--- config.mk ---
export PLATFORM = sky130hd
export DESIGN_NAME = sdram_port_arbiter_flat
export DESIGN_NICKNAME = d
export VERILOG_FILES = /design/src/rtl/sdram_port_arbiter_if.sv /design/src/rtl/sdram_port_arbiter.sv /design/src/flat_wrapper.sv
export SDC_FILE = /design/constraint.sdc
export NUM_CORES = 1
export LEC_CHECK = 0
export CAP_MARGIN = 5
export CORE_MARGIN = 5
export CORE_UTILIZATION = 44
export CTS_CLUSTER_SIZE = 16
export DETAILED_ROUTE_END_ITERATION = 12
export PLACE_DENSITY = 0.92
export SETUP_SLACK_MARGIN = 0.02
export SLEW_MARGIN = 25
export SYNTH_ARGS = -nofsm -noshare
export SYNTH_HDL_FRONTEND = slang
export SYNTH_SLANG_ARGS = --single-unit
export TNS_END_PERCENT = 10
--- constraint.sdc ---
create_clock -name sys_clk -period 4.5 [get_ports sys_clk]
set_input_delay 1.35 -clock sys_clk [delete_from_list [all_inputs] [get_ports sys_clk]]
set_output_delay 1.35 -clock sys_clk [all_outputs]
set_load 0.005 [all_outputs]
--- src/rtl/sdram_port_arbiter_if.sv ---
`default_nettype none
// ----------------------------------------------------------------------------
// sdram_port_arbiter_if : VGA/CPU request buses and SDRAM command port bundle
// Revision: 1.0
// ----------------------------------------------------------------------------
interface sdram_port_arbiter_if #(
  parameter int ADDR_W = 24
);
  logic              vga_req;
  logic [ADDR_W-1:0] vga_addr;
  logic              vga_gnt;
  logic [15:0]       vga_rdata;
  logic              vga_rvalid;
  logic              vga_done;

  logic              cpu_req;
  logic              cpu_we;
  logic [ADDR_W-1:0] cpu_addr;
  logic [15:0]       cpu_wdata;
  logic [1:0]        cpu_be;
  logic              cpu_gnt;
  logic [15:0]       cpu_rdata;
  logic              cpu_done;

  logic              mem_cmd_valid;
  logic              mem_cmd_ready;
  logic              mem_we;
  logic              mem_burst;
  logic [ADDR_W-1:0] mem_addr;
  logic [15:0]       mem_wdata;
  logic [1:0]        mem_dqm;
  logic              mem_rvalid;
  logic [15:0]       mem_rdata;
  logic              mem_done;

  // slave is the arbiter; master is everything around it (CPU, VGA, controller)
  modport slave (
    input  vga_req, vga_addr, cpu_req, cpu_we, cpu_addr, cpu_wdata, cpu_be,
           mem_cmd_ready, mem_rvalid, mem_rdata, mem_done,
    output vga_gnt, vga_rdata, vga_rvalid, vga_done,
           cpu_gnt, cpu_rdata, cpu_done,
           mem_cmd_valid, mem_we, mem_burst, mem_addr, mem_wdata, mem_dqm
  );

  modport master (
    output vga_req, vga_addr, cpu_req, cpu_we, cpu_addr, cpu_wdata, cpu_be,
           mem_cmd_ready, mem_rvalid, mem_rdata, mem_done,
    input  vga_gnt, vga_rdata, vga_rvalid, vga_done,
           cpu_gnt, cpu_rdata, cpu_done,
           mem_cmd_valid, mem_we, mem_burst, mem_addr, mem_wdata, mem_dqm
  );
endinterface
`default_nettype wire

--- src/rtl/sdram_port_arbiter.sv ---
`default_nettype none
// ----------------------------------------------------------------------------
// sdram_port_arbiter : shares one SDRAM command port between VGA and CPU
// Revision: 1.0
// ----------------------------------------------------------------------------
module sdram_port_arbiter #(
  parameter int ADDR_W      = 24,
  parameter int BURST_LEN   = 8,
  parameter int MAX_VGA_RUN = 4
) (
  input  logic                 sys_clk,
  input  logic                 sys_rst_n,
  sdram_port_arbiter_if.slave  bus
);

  localparam int c_run_w  = $clog2(MAX_VGA_RUN + 1);
  localparam int c_word_w = $clog2(BURST_LEN + 1);
  localparam logic [c_run_w-1:0]  c_run_max  = c_run_w'(MAX_VGA_RUN);
  localparam logic [c_word_w-1:0] c_word_max = c_word_w'(BURST_LEN);

  typedef enum logic [1:0] {
    ST_IDLE = 2'd0,
    ST_CMD  = 2'd1,
    ST_WAIT = 2'd2
  } state_t;

  state_t r_state;
  state_t w_state_next;
  logic   w_grant_cpu;
  logic   w_grant_vga;

  logic                r_owner_vga;
  logic [c_run_w-1:0]  r_run;
  logic [c_word_w-1:0] r_words;

  logic                r_cmd_valid;
  logic                r_we;
  logic                r_burst;
  logic [ADDR_W-1:0]   r_addr;
  logic [15:0]         r_wdata;
  logic [1:0]          r_dqm;

  logic                r_vga_gnt;
  logic [15:0]         r_vga_rdata;
  logic                r_vga_rvalid;
  logic                r_vga_done;
  logic                r_cpu_gnt;
  logic [15:0]         r_cpu_rdata;
  logic                r_cpu_done;

  always_ff @(posedge sys_clk) begin
    if (!sys_rst_n) r_state <= ST_IDLE;
    else            r_state <= w_state_next;
  end

  // VGA wins unless it has already taken MAX_VGA_RUN grants while the CPU waited
  always_comb begin
    w_state_next = r_state;
    w_grant_cpu  = 1'b0;
    w_grant_vga  = 1'b0;
    case (r_state)
      ST_IDLE: begin
        if (bus.cpu_req && (!bus.vga_req || (r_run >= c_run_max))) begin
          w_grant_cpu  = 1'b1;
          w_state_next = ST_CMD;
        end else if (bus.vga_req) begin
          w_grant_vga  = 1'b1;
          w_state_next = ST_CMD;
        end
      end
      ST_CMD: begin
        if (r_cmd_valid && bus.mem_cmd_ready) w_state_next = ST_WAIT;
      end
      ST_WAIT: begin
        if (bus.mem_done) w_state_next = ST_IDLE;
      end
      default: w_state_next = ST_IDLE;
    endcase
  end

  always_ff @(posedge sys_clk) begin
    if (!sys_rst_n) begin
      r_owner_vga  <= 1'b0;
      r_run        <= '0;
      r_words      <= '0;
      r_cmd_valid  <= 1'b0;
      r_we         <= 1'b0;
      r_burst      <= 1'b0;
      r_addr       <= '0;
      r_wdata      <= '0;
      r_dqm        <= '0;
      r_vga_gnt    <= 1'b0;
      r_vga_rdata  <= '0;
      r_vga_rvalid <= 1'b0;
      r_vga_done   <= 1'b0;
      r_cpu_gnt    <= 1'b0;
      r_cpu_rdata  <= '0;
      r_cpu_done   <= 1'b0;
    end else begin
      r_vga_gnt    <= w_grant_vga;
      r_cpu_gnt    <= w_grant_cpu;
      r_vga_rvalid <= 1'b0;
      r_vga_done   <= 1'b0;
      r_cpu_done   <= 1'b0;

      if (w_grant_cpu) begin
        r_owner_vga <= 1'b0;
        r_cmd_valid <= 1'b1;
        r_we        <= bus.cpu_we;
        r_burst     <= 1'b0;
        r_addr      <= bus.cpu_addr;
        r_wdata     <= bus.cpu_wdata;
        r_dqm       <= ~bus.cpu_be;
        r_run       <= '0;
      end

      if (w_grant_vga) begin
        r_owner_vga <= 1'b1;
        r_cmd_valid <= 1'b1;
        r_we        <= 1'b0;
        r_burst     <= 1'b1;
        r_addr      <= bus.vga_addr;
        r_dqm       <= '0;
        if (!bus.cpu_req)            r_run <= '0;
        else if (r_run < c_run_max)  r_run <= r_run + 1'b1;
      end

      if ((r_state == ST_CMD) && r_cmd_valid && bus.mem_cmd_ready)
        r_cmd_valid <= 1'b0;

      // Controller strobes outside WAIT belong to no one and are dropped
      if (r_state == ST_WAIT) begin
        if (r_owner_vga) begin
          if (bus.mem_rvalid) begin
            r_vga_rvalid <= 1'b1;
            r_vga_rdata  <= bus.mem_rdata;
            if (r_words != c_word_max) r_words <= r_words + 1'b1;
          end
          if (bus.mem_done) begin
            r_vga_done <= 1'b1;
            r_words    <= '0;
          end
        end else begin
          if (bus.mem_rvalid && !r_we) r_cpu_rdata <= bus.mem_rdata;
          if (bus.mem_done)            r_cpu_done  <= 1'b1;
        end
      end
    end
  end

  assign bus.vga_gnt       = r_vga_gnt;
  assign bus.vga_rdata     = r_vga_rdata;
  assign bus.vga_rvalid    = r_vga_rvalid;
  assign bus.vga_done      = r_vga_done;
  assign bus.cpu_gnt       = r_cpu_gnt;
  assign bus.cpu_rdata     = r_cpu_rdata;
  assign bus.cpu_done      = r_cpu_done;
  assign bus.mem_cmd_valid = r_cmd_valid;
  assign bus.mem_we        = r_we;
  assign bus.mem_burst     = r_burst;
  assign bus.mem_addr      = r_addr;
  assign bus.mem_wdata     = r_wdata;
  assign bus.mem_dqm       = r_dqm;

endmodule
`default_nettype wire
--- src/flat_wrapper.sv ---
// flat-port wrapper written by rule: the top's interface ports become plain ports
module sdram_port_arbiter_flat 
#(
  parameter int ADDR_W      = 24,
  parameter int BURST_LEN   = 8,
  parameter int MAX_VGA_RUN = 4
)
  (sys_clk, sys_rst_n, bus_vga_req, bus_vga_addr, bus_cpu_req, bus_cpu_we, bus_cpu_addr, bus_cpu_wdata, bus_cpu_be, bus_mem_cmd_ready, bus_mem_rvalid, bus_mem_rdata, bus_mem_done, bus_vga_gnt, bus_vga_rdata, bus_vga_rvalid, bus_vga_done, bus_cpu_gnt, bus_cpu_rdata, bus_cpu_done, bus_mem_cmd_valid, bus_mem_we, bus_mem_burst, bus_mem_addr, bus_mem_wdata, bus_mem_dqm);
  sdram_port_arbiter_if #(.ADDR_W(ADDR_W)) bus_i ();
  input  logic sys_clk;
  input  logic sys_rst_n;
  input wire logic [$bits(bus_i.vga_req)-1:0] bus_vga_req;
  input wire logic [$bits(bus_i.vga_addr)-1:0] bus_vga_addr;
  input wire logic [$bits(bus_i.cpu_req)-1:0] bus_cpu_req;
  input wire logic [$bits(bus_i.cpu_we)-1:0] bus_cpu_we;
  input wire logic [$bits(bus_i.cpu_addr)-1:0] bus_cpu_addr;
  input wire logic [$bits(bus_i.cpu_wdata)-1:0] bus_cpu_wdata;
  input wire logic [$bits(bus_i.cpu_be)-1:0] bus_cpu_be;
  input wire logic [$bits(bus_i.mem_cmd_ready)-1:0] bus_mem_cmd_ready;
  input wire logic [$bits(bus_i.mem_rvalid)-1:0] bus_mem_rvalid;
  input wire logic [$bits(bus_i.mem_rdata)-1:0] bus_mem_rdata;
  input wire logic [$bits(bus_i.mem_done)-1:0] bus_mem_done;
  output wire logic [$bits(bus_i.vga_gnt)-1:0] bus_vga_gnt;
  output wire logic [$bits(bus_i.vga_rdata)-1:0] bus_vga_rdata;
  output wire logic [$bits(bus_i.vga_rvalid)-1:0] bus_vga_rvalid;
  output wire logic [$bits(bus_i.vga_done)-1:0] bus_vga_done;
  output wire logic [$bits(bus_i.cpu_gnt)-1:0] bus_cpu_gnt;
  output wire logic [$bits(bus_i.cpu_rdata)-1:0] bus_cpu_rdata;
  output wire logic [$bits(bus_i.cpu_done)-1:0] bus_cpu_done;
  output wire logic [$bits(bus_i.mem_cmd_valid)-1:0] bus_mem_cmd_valid;
  output wire logic [$bits(bus_i.mem_we)-1:0] bus_mem_we;
  output wire logic [$bits(bus_i.mem_burst)-1:0] bus_mem_burst;
  output wire logic [$bits(bus_i.mem_addr)-1:0] bus_mem_addr;
  output wire logic [$bits(bus_i.mem_wdata)-1:0] bus_mem_wdata;
  output wire logic [$bits(bus_i.mem_dqm)-1:0] bus_mem_dqm;
  assign bus_i.vga_req = bus_vga_req;
  assign bus_i.vga_addr = bus_vga_addr;
  assign bus_i.cpu_req = bus_cpu_req;
  assign bus_i.cpu_we = bus_cpu_we;
  assign bus_i.cpu_addr = bus_cpu_addr;
  assign bus_i.cpu_wdata = bus_cpu_wdata;
  assign bus_i.cpu_be = bus_cpu_be;
  assign bus_i.mem_cmd_ready = bus_mem_cmd_ready;
  assign bus_i.mem_rvalid = bus_mem_rvalid;
  assign bus_i.mem_rdata = bus_mem_rdata;
  assign bus_i.mem_done = bus_mem_done;
  assign bus_vga_gnt = bus_i.vga_gnt;
  assign bus_vga_rdata = bus_i.vga_rdata;
  assign bus_vga_rvalid = bus_i.vga_rvalid;
  assign bus_vga_done = bus_i.vga_done;
  assign bus_cpu_gnt = bus_i.cpu_gnt;
  assign bus_cpu_rdata = bus_i.cpu_rdata;
  assign bus_cpu_done = bus_i.cpu_done;
  assign bus_mem_cmd_valid = bus_i.mem_cmd_valid;
  assign bus_mem_we = bus_i.mem_we;
  assign bus_mem_burst = bus_i.mem_burst;
  assign bus_mem_addr = bus_i.mem_addr;
  assign bus_mem_wdata = bus_i.mem_wdata;
  assign bus_mem_dqm = bus_i.mem_dqm;
  sdram_port_arbiter #(.ADDR_W(ADDR_W), .BURST_LEN(BURST_LEN), .MAX_VGA_RUN(MAX_VGA_RUN)) u_core (.sys_clk(sys_clk), .sys_rst_n(sys_rst_n), .bus(bus_i));
endmodule
After elaboration in Yosys (flattened, before gate mapping)
Cells that the tools add are included.
- word-level logic and storage cells: 66
- output and inout port bits: 82
- register bits: 87
- $add $sub $neg: 1
- bitwise logic cells: 4
- order comparisons: 2
- mux-type cells: 22
- reductions and logical operators: 17
- equality and inequality tests: 5
- operators with widths (operator ; count):
    $mux 24 ; 2
    $mux 3 ; 4
    $reduce_and 3->1 ; 4
    $mux 1 ; 11
    $mux 2 ; 4
    $pmux 2 s3 ; 1
    $logic_and 1x1->1 ; 5
    $reduce_or 2->1 ; 2
    $add 3x1->3 const B ; 1
    $ge 3x3->1 const B ; 1
    $lt 3x3->1 const B ; 1
    $ne 3x2->1 const B ; 1
    $not 1->1 ; 3
    $reduce_or 3->1 ; 1
    $eq 2x1->1 const B ; 1
    $eq 2x2->1 const B ; 1
    $logic_not 1->1 ; 2
    $logic_not 2->1 ; 1
    $ne 2x1->1 const B ; 1
    $ne 2x2->1 const B ; 1
    $not 2->2 ; 1
    $reduce_bool 2->1 ; 1
    $logic_or 1x1->1 ; 1

Logic depth before layout (Yosys ltp)
Gate-level depths: netlist of the first run.
- word-level depth: 9
- gate-level depth with buffers: 6
- mapped depth without buffers: 4

Worst setup path before layout of the first run
No wires, ideal clock.
- kind: input -> register
- start point: input port bus_vga_req
- end point: register u_core.r_state[0]
- arrival time: 2295 ps
- path buffers: 3
- setup time: 128 ps
- required time: 4372 ps
- stages: 6
- slack: 2077 ps
- path through: buf_4 or2_2 buf_2 buf_2 a22oi_1 nor2_1
- word-level cells in the longest chain between the ends: 5
- elaborated cells on any way between the ends: 7
- classes of those cells: eq/ne: 1; mux: 2; reduce/logical: 4
- ends and longest elaborated chain (what ; line ; RTL):
    start, declared ; flat_wrapper.sv:12 ; input wire logic [$bits(bus_i.vga_req)-1:0] bus_vga_req;
    $logic_not 1->1 ; sdram_port_arbiter.sv:63 ; if (bus.cpu_req && (!bus.vga_req || (r_run >= c_run_max))) begin
    $logic_or 1x1->1 ; sdram_port_arbiter.sv:63 ;
    $logic_and 1x1->1 ; sdram_port_arbiter.sv:63 ;
    $ne 3x2->1 (no line) or $mux 2 (tied branches) ; - ;
    $reduce_and 3->1 (no line) or $pmux 2 s3 (tied branches) ; - ;
    end signal, assigned ; sdram_port_arbiter.sv:53 ; else r_state <= w_state_next;
    end, declared ; sdram_port_arbiter.sv:27 ; state_t r_state;
Several ways; a longest one is shown, not always the timed one.
A chain may end at the register's enable or synchronous reset.

Worst setup path in the final report of the first run
- start point: input port bus_vga_req
- end point: register u_core.r_addr[20], in the netlist u_core.bus.mem_addr[20]
- word-level cells in the longest chain between the ends: 6
- elaborated cells on any way between the ends: 10
- classes of those cells: mux: 6; reduce/logical: 4
- ends and longest elaborated chain (what ; line ; RTL):
    $logic_not 1->1 ; sdram_port_arbiter.sv:63 ;
    $logic_or 1x1->1 ; sdram_port_arbiter.sv:63 ;
    $logic_and 1x1->1 ; sdram_port_arbiter.sv:63 ;
    $mux 1 ; sdram_port_arbiter.sv:63 ;
    $mux 1 ; sdram_port_arbiter.sv:61 ; case (r_state)
    $mux 24 or $reduce_bool 2->1 (tied branches) ; - ;
    end signal, assigned ; sdram_port_arbiter.sv:111 ; r_addr <= bus.cpu_addr;
    end signal, assigned ; sdram_port_arbiter.sv:122 ; r_addr <= bus.vga_addr;
    end, declared ; sdram_port_arbiter.sv:39 ; logic [ADDR_W-1:0] r_addr;
Several ways; a longest one is shown, not always the timed one.

==> results of run 1 <==
[cell families after synthesis]
group,after synthesis,share of synthesized area
flops,87,0.489
buf+inv,48,0.0593
fa+ha+maj,1,0.00351
compound gates,170,0.271
simple gates,122,0.178
[layer usage]
layer  routed length (µm)  GRT usage
met3                 1140     0.0695
met4                  243     0.0922
met1                 4630      0.279
met5                    0          0
met2                 5790      0.389
[sequential cells by signal, summed over array words and instances, names as in the netlist, 2 cells and up]
signal                cells
u_core.bus.cpu_rdata     16
u_core.bus.mem_addr      24
u_core.bus.mem_dqm        2
u_core.bus.mem_wdata     16
u_core.bus.vga_rdata     16
u_core.r_run              3
u_core.r_state            2
[critical path, delay by kind of cell]
| family | cells | cell delay, ns |
|---|---|---|
| AO/OA/AOI/OAI | 1 | 0.22 |
| buffers and inverters | 2 | 0.78 |
| AND/OR/NAND/NOR | 2 | 0.93 |
[power breakdown]
part | internal, mW | total (mW) | switching (mW)
Combinational | 0.184 | 0.338 | 0.154
Sequential | 0.810 | 0.839 | 0.0291
Clock | 0.424 | 0.694 | 0.269
Total | 1.42 | 1.87 | 0.453
[worst paths after layout]
check,from,to,slack (ns),cells after the start
min,u_core.bus.vga_rdata[15]$_SDFFE_PN0P_,u_core.bus.vga_rdata[15]$_SDFFE_PN0P_,0.46,2
min reg2reg,u_core.bus.vga_rdata[15]$_SDFFE_PN0P_,u_core.bus.vga_rdata[15]$_SDFFE_PN0P_,0.46,2
max,bus_vga_req,u_core.bus.mem_addr[20]$_SDFFE_PN0P_,1.37,5
max reg2reg,u_core.r_state[0]$_SDFFE_PN0P_,u_core.bus.mem_addr[20]$_SDFFE_PN0P_,2.46,3
[layout make-up]
cell class | instances | area, µm² | area share
Timing Repair Buffer | 176 | 1760 | 0.319
Clock buffer | 10 | 128 | 0.0231
Tap cell | 102 | 128 | 0.0231
Multi-Input combinational cell | 293 | 1620 | 0.294
Sequential cell | 87 | 1740 | 0.316
Clock inverter | 6 | 133 | 0.0240
Inverter | 2 | 7.51 | 0.00136
[layout by cell type, fill, tap and decap left out, drive strengths merged, types with 3 or more instances in the layout]
master / n
buf: 5
nand2: 36
dfxtp: 87
a311oi: 26
nand3: 37
clkbuf: 10
clkdlybuf4s50: 171
bufinv: 4
o21ai: 61
or2: 3
nand4: 24
nor2: 8
a21oi: 79
==> flow_metrics.env, run 1 <==
export IMPL_clock_skew_ns=0.0100
export IMPL_finalSetupViolations=0
export IMPL_die_area_mm2=0.0100
export IMPL_fin_nets=660
export IMPL_ioPinCount=172
export IMPL_wl_per_cell_um=17.5
export IMPL_fmax_mhz=319
export IMPL_dieHeight_um=100
export IMPL_wirelength_mm=11.8
export IMPL_crit_path_end_kind="flop"
export IMPL_cts_hold_buf=0
export IMPL_yosysUniqueCellTypes=34
export IMPL_row_count=32
export IMPL_via_per_inst=5.80
export IMPL_n_antenna_cell=0
export IMPL_clock_sinks=87
export IMPL_cts_buffers=9
export IMPL_place_inst=659
export IMPL_rsz0062_at_grt="no"
export IMPL_max_cap_violations=0
export IMPL_totalPowerFinal_mw=1.87
export IMPL_fillCellCount=588
export IMPL_cts_buffer_depth=2
export IMPL_slowest_stage="nor2_2"
export IMPL_fin_ws_ns=1.37
export IMPL_peakVddDrop_mv=0.195
export IMPL_synthesis_area_mm2=0.00356
export IMPL_grt_start_max_net_pins=51
export IMPL_hold_viol_final=0
export IMPL_dieWidth_um=100
export IMPL_grt_pass1_wl_mm=18.9
export IMPL_required_ns=4.67
export IMPL_worstPathArrival_ns=3.30
export IMPL_crit_type="primary input to flop"
export IMPL_power_leakage_nw=1.86
export IMPL_cts_root_buf="clkbuf_8"
export IMPL_synth_common_cells="87 x dfxtp_1, 79 x a21oi_1, 60 x o21ai_0"
export IMPL_power_density_mw_per_mm2=339
export IMPL_drc=0
export IMPL_setup_tns_ns=0
export IMPL_worst_pin_slew_ns=1.03
export IMPL_dp_hpwl_mm=8.39
export IMPL_hold_class="flop to flop"
export IMPL_cts_resized=0
export IMPL_synth_ff_type="dfxtp_1"
export IMPL_port_buffers=171
export IMPL_post_cts_buffers=0
export IMPL_drtAntennaViolNets=0
export IMPL_startpoint_type="primary input"
export IMPL_synth_top_cell_area_share=0.489
export IMPL_clock_latency_ns=0.35
export IMPL_synthArstFlopShare=0
export IMPL_fin_cells=676
export IMPL_status="finished clean"
export IMPL_cts_tree="yes"
export IMPL_track_usage=0.232
export IMPL_dp_slack_ns=1.01
export IMPL_placed_area_mm2=0.00524
export IMPL_synth_area_per_cell_um2=8.33
export IMPL_fin_crit_ns=3.13
export IMPL_ys_ff_latch=87
export IMPL_area_delta_synth_final_pct=54.7
export IMPL_drv_slew=0
export IMPL_dr_pass1_iters=5
export IMPL_antenna_found_initial=0
export IMPL_core_area_mm2=0.00781
export IMPL_worstPathCellList="clkdlybuf4s50_1 -> buf_4 -> nor2_1 -> nor2_2 -> a311oi_1"
export IMPL_synthTopCellsByArea="dfxtp_1 49%, a21oi_1 11%, o21ai_0 8.4%"
export IMPL_final_area_mm2=0.00552
export IMPL_cp_max_fo=30
export IMPL_synth_edf_count=0
export IMPL_drt_iter0_drc=225
export IMPL_grt_pass1_vias=3884
export IMPL_drive_gt1_frac=0.0557
export IMPL_synth_top_cell_by_area="dfxtp_1"
export IMPL_synth_warnings=0
export IMPL_period_share=0.696
export IMPL_cpPeakStageDelay_ns=0.79
export IMPL_slew_headroom=0.312
export IMPL_syn_nets=519
export IMPL_yosysMostFrequentCell="dfxtp_1"
export IMPL_grt_overflow=0
export IMPL_clkSlewWorstSetupHoldPaths_ns=0.08
export IMPL_start_util=0.457
export IMPL_place_congestion=0.868
export IMPL_synthCells=428
export IMPL_cts_htree_levels=3
export IMPL_seq_area_frac_synth=0.489
export IMPL_vias=3921
export IMPL_fin_hold_ws_ns=0.460
export IMPL_post_route_util=0.706
Note: power is estimated with default switching activity, not from simulation.
==> run 2, diff against run 1 <==
Settings changed: CORE_UTILIZATION 44 to 41, PLACE_DENSITY 0.92 to 0.87.
Clock period 4.5 ns to 3.1 ns, I/O delays scaled along.
==> run 2 against run 1 <==
  * Global-route usage down 1.1 points
  * Cell count up 1.5%
  * Critical path type is now flop to primary output
  * Hold slack better by 0.00073 ns
  * Sequential cell count unchanged
  * Clock power up 24%
  * Largest power group unchanged
  * Clock-buffer cell count down 1
  * Clock skew down 0.00097 ns
  * Sequential power up 45%
  * Design area down 0.11%
  * Total power up 38%
  * Critical endpoint is now bus_mem_burst
  * Via count up 0.66%
==> flow_metrics.env, run 2 (synthesis results as in run 1) <==
export IMPL_dieWidth_um=103
export IMPL_status="finished clean"
export IMPL_grt_start_max_net_pins=44
export IMPL_hold_viol_final=0
export IMPL_port_buffers=171
export IMPL_start_util=0.415
export IMPL_crit_path_end_kind="primary output"
export IMPL_clkSlewWorstSetupHoldPaths_ns=0.08
export IMPL_worstPathArrival_ns=1.46
export IMPL_r2r_end="u_core.bus.mem_addr[3]$_SDFFE_PN0P_"
export IMPL_worst_pin_slew_ns=0.691
export IMPL_dp_slack_ns=0.235
export IMPL_drive_gt1_frac=0.0623
export IMPL_track_usage=0.221
export IMPL_dieHeight_um=103
export IMPL_rsz0062_at_grt="no"
export IMPL_wl_per_cell_um=17.5
export IMPL_cp_max_fo=8
export IMPL_die_area_mm2=0.0107
export IMPL_crit_type="flop to primary output"
export IMPL_clock_skew_ns=0.00907
export IMPL_power_leakage_nw=1.86
export IMPL_cts_buffer_depth=2
export IMPL_grt_pass1_vias=3922
export IMPL_cp_num_cells=1
export IMPL_row_count=34
export IMPL_place_congestion=0.838
export IMPL_hold_class="flop to flop"
export IMPL_setup_tns_ns=0
export IMPL_via_per_inst=5.75
export IMPL_largest_reg_flops=24
export IMPL_peakVddDrop_mv=0.262
export IMPL_ioPinCount=172
export IMPL_clock_sinks=87
export IMPL_cts_hold_buf=0
export IMPL_antenna_found_initial=0
export IMPL_drv_slew=0
export IMPL_rr_startpoint="u_core.r_state[0]$_SDFFE_PN0P_"
export IMPL_slowest_stage="clkdlybuf4s50_1"
export IMPL_cp_startpoint="u_core.r_owner_vga$_SDFFE_PN0P_"
export IMPL_crit_end="bus_mem_burst"
export IMPL_n_antenna_cell=0
export IMPL_dp_hpwl_mm=8.61
export IMPL_drc=0
export IMPL_grt_overflow=0
export IMPL_fin_ws_ns=0.710
export IMPL_cts_root_buf="clkbuf_8"
export IMPL_fmax_mhz=418
export IMPL_wirelength_mm=12.0
export IMPL_cts_htree_levels=3
export IMPL_cpPeakStageDelay_ns=0.60
export IMPL_layout_commonest_cell="clkdlybuf4s50_1"
export IMPL_vias=3947
export IMPL_fin_nets=664
export IMPL_final_cell_mix="171 x clkdlybuf4s50_1, 87 x dfxtp_1, 79 x a21oi_1"
export IMPL_post_cts_buffers=0
export IMPL_path_buf_inv=1
export IMPL_cts_tree="yes"
export IMPL_worstPathCellList="clkdlybuf4s50_1"
export IMPL_startpoint_type="flop"
export IMPL_dr_pass1_iters=4
export IMPL_cts_buffers=9
export IMPL_drtAntennaViolNets=0
export IMPL_power_density_mw_per_mm2=467
export IMPL_clock_latency_ns=0.34
export IMPL_area_delta_synth_final_pct=54.5
export IMPL_core_area_mm2=0.00859
export IMPL_period_share=0.771
export IMPL_reg2reg_slack_ns=1.16
export IMPL_fin_crit_ns=2.39
export IMPL_rr_worst_depth=4
export IMPL_finalSetupViolations=0
export IMPL_max_cap_violations=0
export IMPL_drt_iter0_drc=218
export IMPL_cp_top_family="buffers and inverters"
export IMPL_cts_resized=0
export IMPL_slew_headroom=0.538
export IMPL_required_ns=2.17
export IMPL_grt_pass1_wl_mm=18.8
-- run 2: worst min-delay path by stage --
stage	startpoint	end	slack [ns]	cells after the start
floorplan	u_core.bus.vga_rdata[0]$_SDFFE_PN0P_	u_core.bus.vga_rdata[0]$_SDFFE_PN0P_	0.45	2
global placement	u_core.bus.vga_rdata[3]$_SDFFE_PN0P_	u_core.bus.vga_rdata[3]$_SDFFE_PN0P_	0.44	2
detailed placement	u_core.bus.vga_rdata[14]$_SDFFE_PN0P_	u_core.bus.vga_rdata[14]$_SDFFE_PN0P_	0.45	2
CTS	u_core.bus.vga_rdata[13]$_SDFFE_PN0P_	u_core.bus.vga_rdata[13]$_SDFFE_PN0P_	0.46	2
global route	u_core.bus.vga_rdata[13]$_SDFFE_PN0P_	u_core.bus.vga_rdata[13]$_SDFFE_PN0P_	0.48	2
finish	u_core.bus.vga_rdata[13]$_SDFFE_PN0P_	u_core.bus.vga_rdata[13]$_SDFFE_PN0P_	0.46	2
-- run 2: final cells by class --
class                           count  area [µm²]
Fill cell                         733        3080
Tap cell                          108         135
Multi-Input combinational cell    293        1620
Clock buffer                        9         124
Clock inverter                      7        97.6
Inverter                            2        7.51
Timing Repair Buffer              180        1780
Sequential cell                    87        1740
-- run 2: through the flow --
step	util	area [µm²]	hold slack [ns]	power (mW)	instances
6_report	0.641	5510	0.460	2.57	686
3_3_place_gp	0.614	5280	0.442	1.72	670
5_1_grt	0.641	5510	0.479	2.69	686
2_1_floorplan	-	3560	0.453	1.45	428
3_5_place_dp	0.614	5280	0.451	1.73	670
4_1_cts	0.640	5500	0.464	2.58	686
-- run 2: power by group --
group	switching, mW	internal (mW)	leakage, nW
clock	0.405	0.455	0.105
sequential	0.0436	1.18	0.710
combinational	0.226	0.267	1.04
total	0.675	1.90	1.86
-- run 2: metal layers --
layer | global-route usage | vias up | share of wire
met5 | 0 | - | 0
met4 | 0.0926 | 0 | 0.020
met3 | 0.0671 | 24 | 0.097
met2 | 0.362 | 194 | 0.49
met1 | 0.271 | 1860 | 0.39
li1 | - | 1869 | -
==> run 3, diff against run 2 <==
Settings changed: CORE_UTILIZATION 41 to 37, PLACE_DENSITY 0.87 to 0.83.
Clock period 3.1 ns to 2.1 ns, I/O delays scaled along.
==> run 3 against run 2 <==
  * Clock-buffer cell count is the same
  * Total power up 48%
  * Global-route usage down 2.6 points
  * First-iteration DRC count shrank 13%
  * Wire length down 3.1%
  * Utilization shrank 2.6 points
  * Hold slack worse by 0.0014 ns
  * Non-clock buffer count grew 19
  * Design area up 4.2%
  * Worst setup slack worse by 0.62 ns
  * Critical endpoint unchanged
  * Highest routed layer unchanged
==> flow_metrics.env, run 3 (synthesis results as in run 1) <==
export IMPL_antenna_found_initial=0
export IMPL_final_cell_mix="171 x clkdlybuf4s50_1, 87 x dfxtp_1, 79 x a21oi_1"
export IMPL_setup_tns_ns=0
export IMPL_worstPathCellList="clkdlybuf4s50_1"
export IMPL_post_route_util=0.616
export IMPL_dr_pass1_iters=4
export IMPL_totalPowerFinal_mw=3.81
export IMPL_finalSetupViolations=0
export IMPL_grt_start_max_net_pins=56
export IMPL_cts_hold_buf=0
export IMPL_post_cts_buffers=0
export IMPL_core_area_mm2=0.00933
export IMPL_wl_per_cell_um=16.0
export IMPL_cts_buffer_depth=2
export IMPL_grt_overflow=0
export IMPL_rsz0062_at_grt="no"
export IMPL_required_ns=1.47
export IMPL_vias=3923
export IMPL_grt_pass1_vias=3854
export IMPL_hold_start="u_core.bus.vga_rdata[2]$_SDFFE_PN0P_"
export IMPL_start_util=0.382
export IMPL_cp_top_family="buffers and inverters"
export IMPL_path_buf_inv=1
export IMPL_cts_resized=0
export IMPL_drc=0
export IMPL_via_per_inst=5.40
export IMPL_place_congestion=0.842
export IMPL_cp_max_fo=8
export IMPL_period_share=0.957
export IMPL_clkSlewWorstSetupHoldPaths_ns=0.10
export IMPL_drv_slew=0
export IMPL_drtAntennaViolNets=0
export IMPL_placed_area_mm2=0.00552
export IMPL_die_area_mm2=0.0117
export IMPL_crit_type="flop to primary output"
export IMPL_rr_startpoint="u_core.r_state[0]$_SDFFE_PN0P_"
export IMPL_clock_skew_ns=0.00915
export IMPL_fin_crit_ns=2.01
export IMPL_power_leakage_nw=1.98
export IMPL_power_density_mw_per_mm2=664
export IMPL_cts_tree="yes"
export IMPL_crit_path_end_kind="primary output"
export IMPL_dieHeight_um=108
export IMPL_worstPathArrival_ns=1.38
export IMPL_fin_hold_ws_ns=0.459
export IMPL_hold_viol_final=0
export IMPL_drt_iter0_drc=190
export IMPL_cpPeakStageDelay_ns=0.57
export IMPL_area_delta_synth_final_pct=61.1
export IMPL_ioPinCount=172
export IMPL_largest_reg_flops=24
export IMPL_fmax_mhz=497
export IMPL_fin_nets=683
export IMPL_grt_pass1_wl_mm=18.7
export IMPL_dieWidth_um=108
export IMPL_cp_startpoint="u_core.r_owner_vga$_SDFFE_PN0P_"
export IMPL_final_area_mm2=0.00574
export IMPL_cts_root_buf="clkbuf_8"
export IMPL_startpoint_type="flop"
export IMPL_cts_htree_levels=3
export IMPL_hold_class="flop to flop"
export IMPL_drive_gt1_frac=0.0905
export IMPL_row_count=35
export IMPL_peakVddDrop_mv=0.389
export IMPL_clock_sinks=87
export IMPL_layout_commonest_cell="clkdlybuf4s50_1"
export IMPL_worst_pin_slew_ns=0.576
export IMPL_slew_headroom=0.615
export IMPL_cts_buffers=9
export IMPL_status="finished clean"
export IMPL_n_antenna_cell=0
export IMPL_slowest_stage="clkdlybuf4s50_1"
export IMPL_wirelength_mm=11.6
export IMPL_track_usage=0.195
export IMPL_clock_latency_ns=0.35
export IMPL_max_cap_violations=0
export IMPL_port_buffers=171
export IMPL_dp_hpwl_mm=8.54
[run 3: cell type report]
type	count	area, µm²
fill	786	3590
timing repair buffer	199	2000
sequential	87	1740
multi-input combinational	293	1620
tap	129	161
clock buffer	9	124
clock inverter	7	88.8
inverter	2	7.51
[run 3: worst paths after layout]
kind                            slack (ns)  depth (start not counted)                                    to
worst max-delay path                  0.09                          1                         bus_mem_burst
worst min-delay path                  0.46                          2  u_core.bus.vga_rdata[2]$_SDFFE_PN0P_
worst max register to register        0.46                          5  u_core.bus.mem_addr[15]$_SDFFE_PN0P_
worst min register to register        0.46                          2  u_core.bus.vga_rdata[2]$_SDFFE_PN0P_
[run 3: tightest hold or removal path, delay by kind of cell (launching register included)]
family / cells / cell delay, ns
AO/OA/AOI/OAI: 1 / 0.05
flip-flops: 1 / 0.32
AND/OR/NAND/NOR: 1 / 0.05
[run 3: layer usage]
metal | part of all wire | wire [µm] | vias up | GRT usage
met5 | 0 | 0 | - | 0
met4 | 0.024 | 278 | 0 | 0.0685
met3 | 0.070 | 815 | 22 | 0.0412
met2 | 0.50 | 5750 | 166 | 0.330
met1 | 0.41 | 4760 | 1826 | 0.247
li1 | - | - | 1909 | -
[run 3: stage by stage]
| stage | instances | setup slack [ns] |
|---|---|---|
| final | 726 | 0.0893 |
| after global routing | 726 | 0.0232 |
| after CTS | 726 | 0.0592 |
| after detailed placement | 710 | -0.318 |
| after global placement | 710 | -0.198 |
| after floorplan | 428 | 0.397 |
[run 3: power breakdown]
group          leakage (nW)  internal, mW  switching [mW]
Sequential            0.710          1.74          0.0525
Combinational          1.16         0.442           0.343
Clock                 0.106         0.581           0.657
Total                  1.98          2.76            1.05
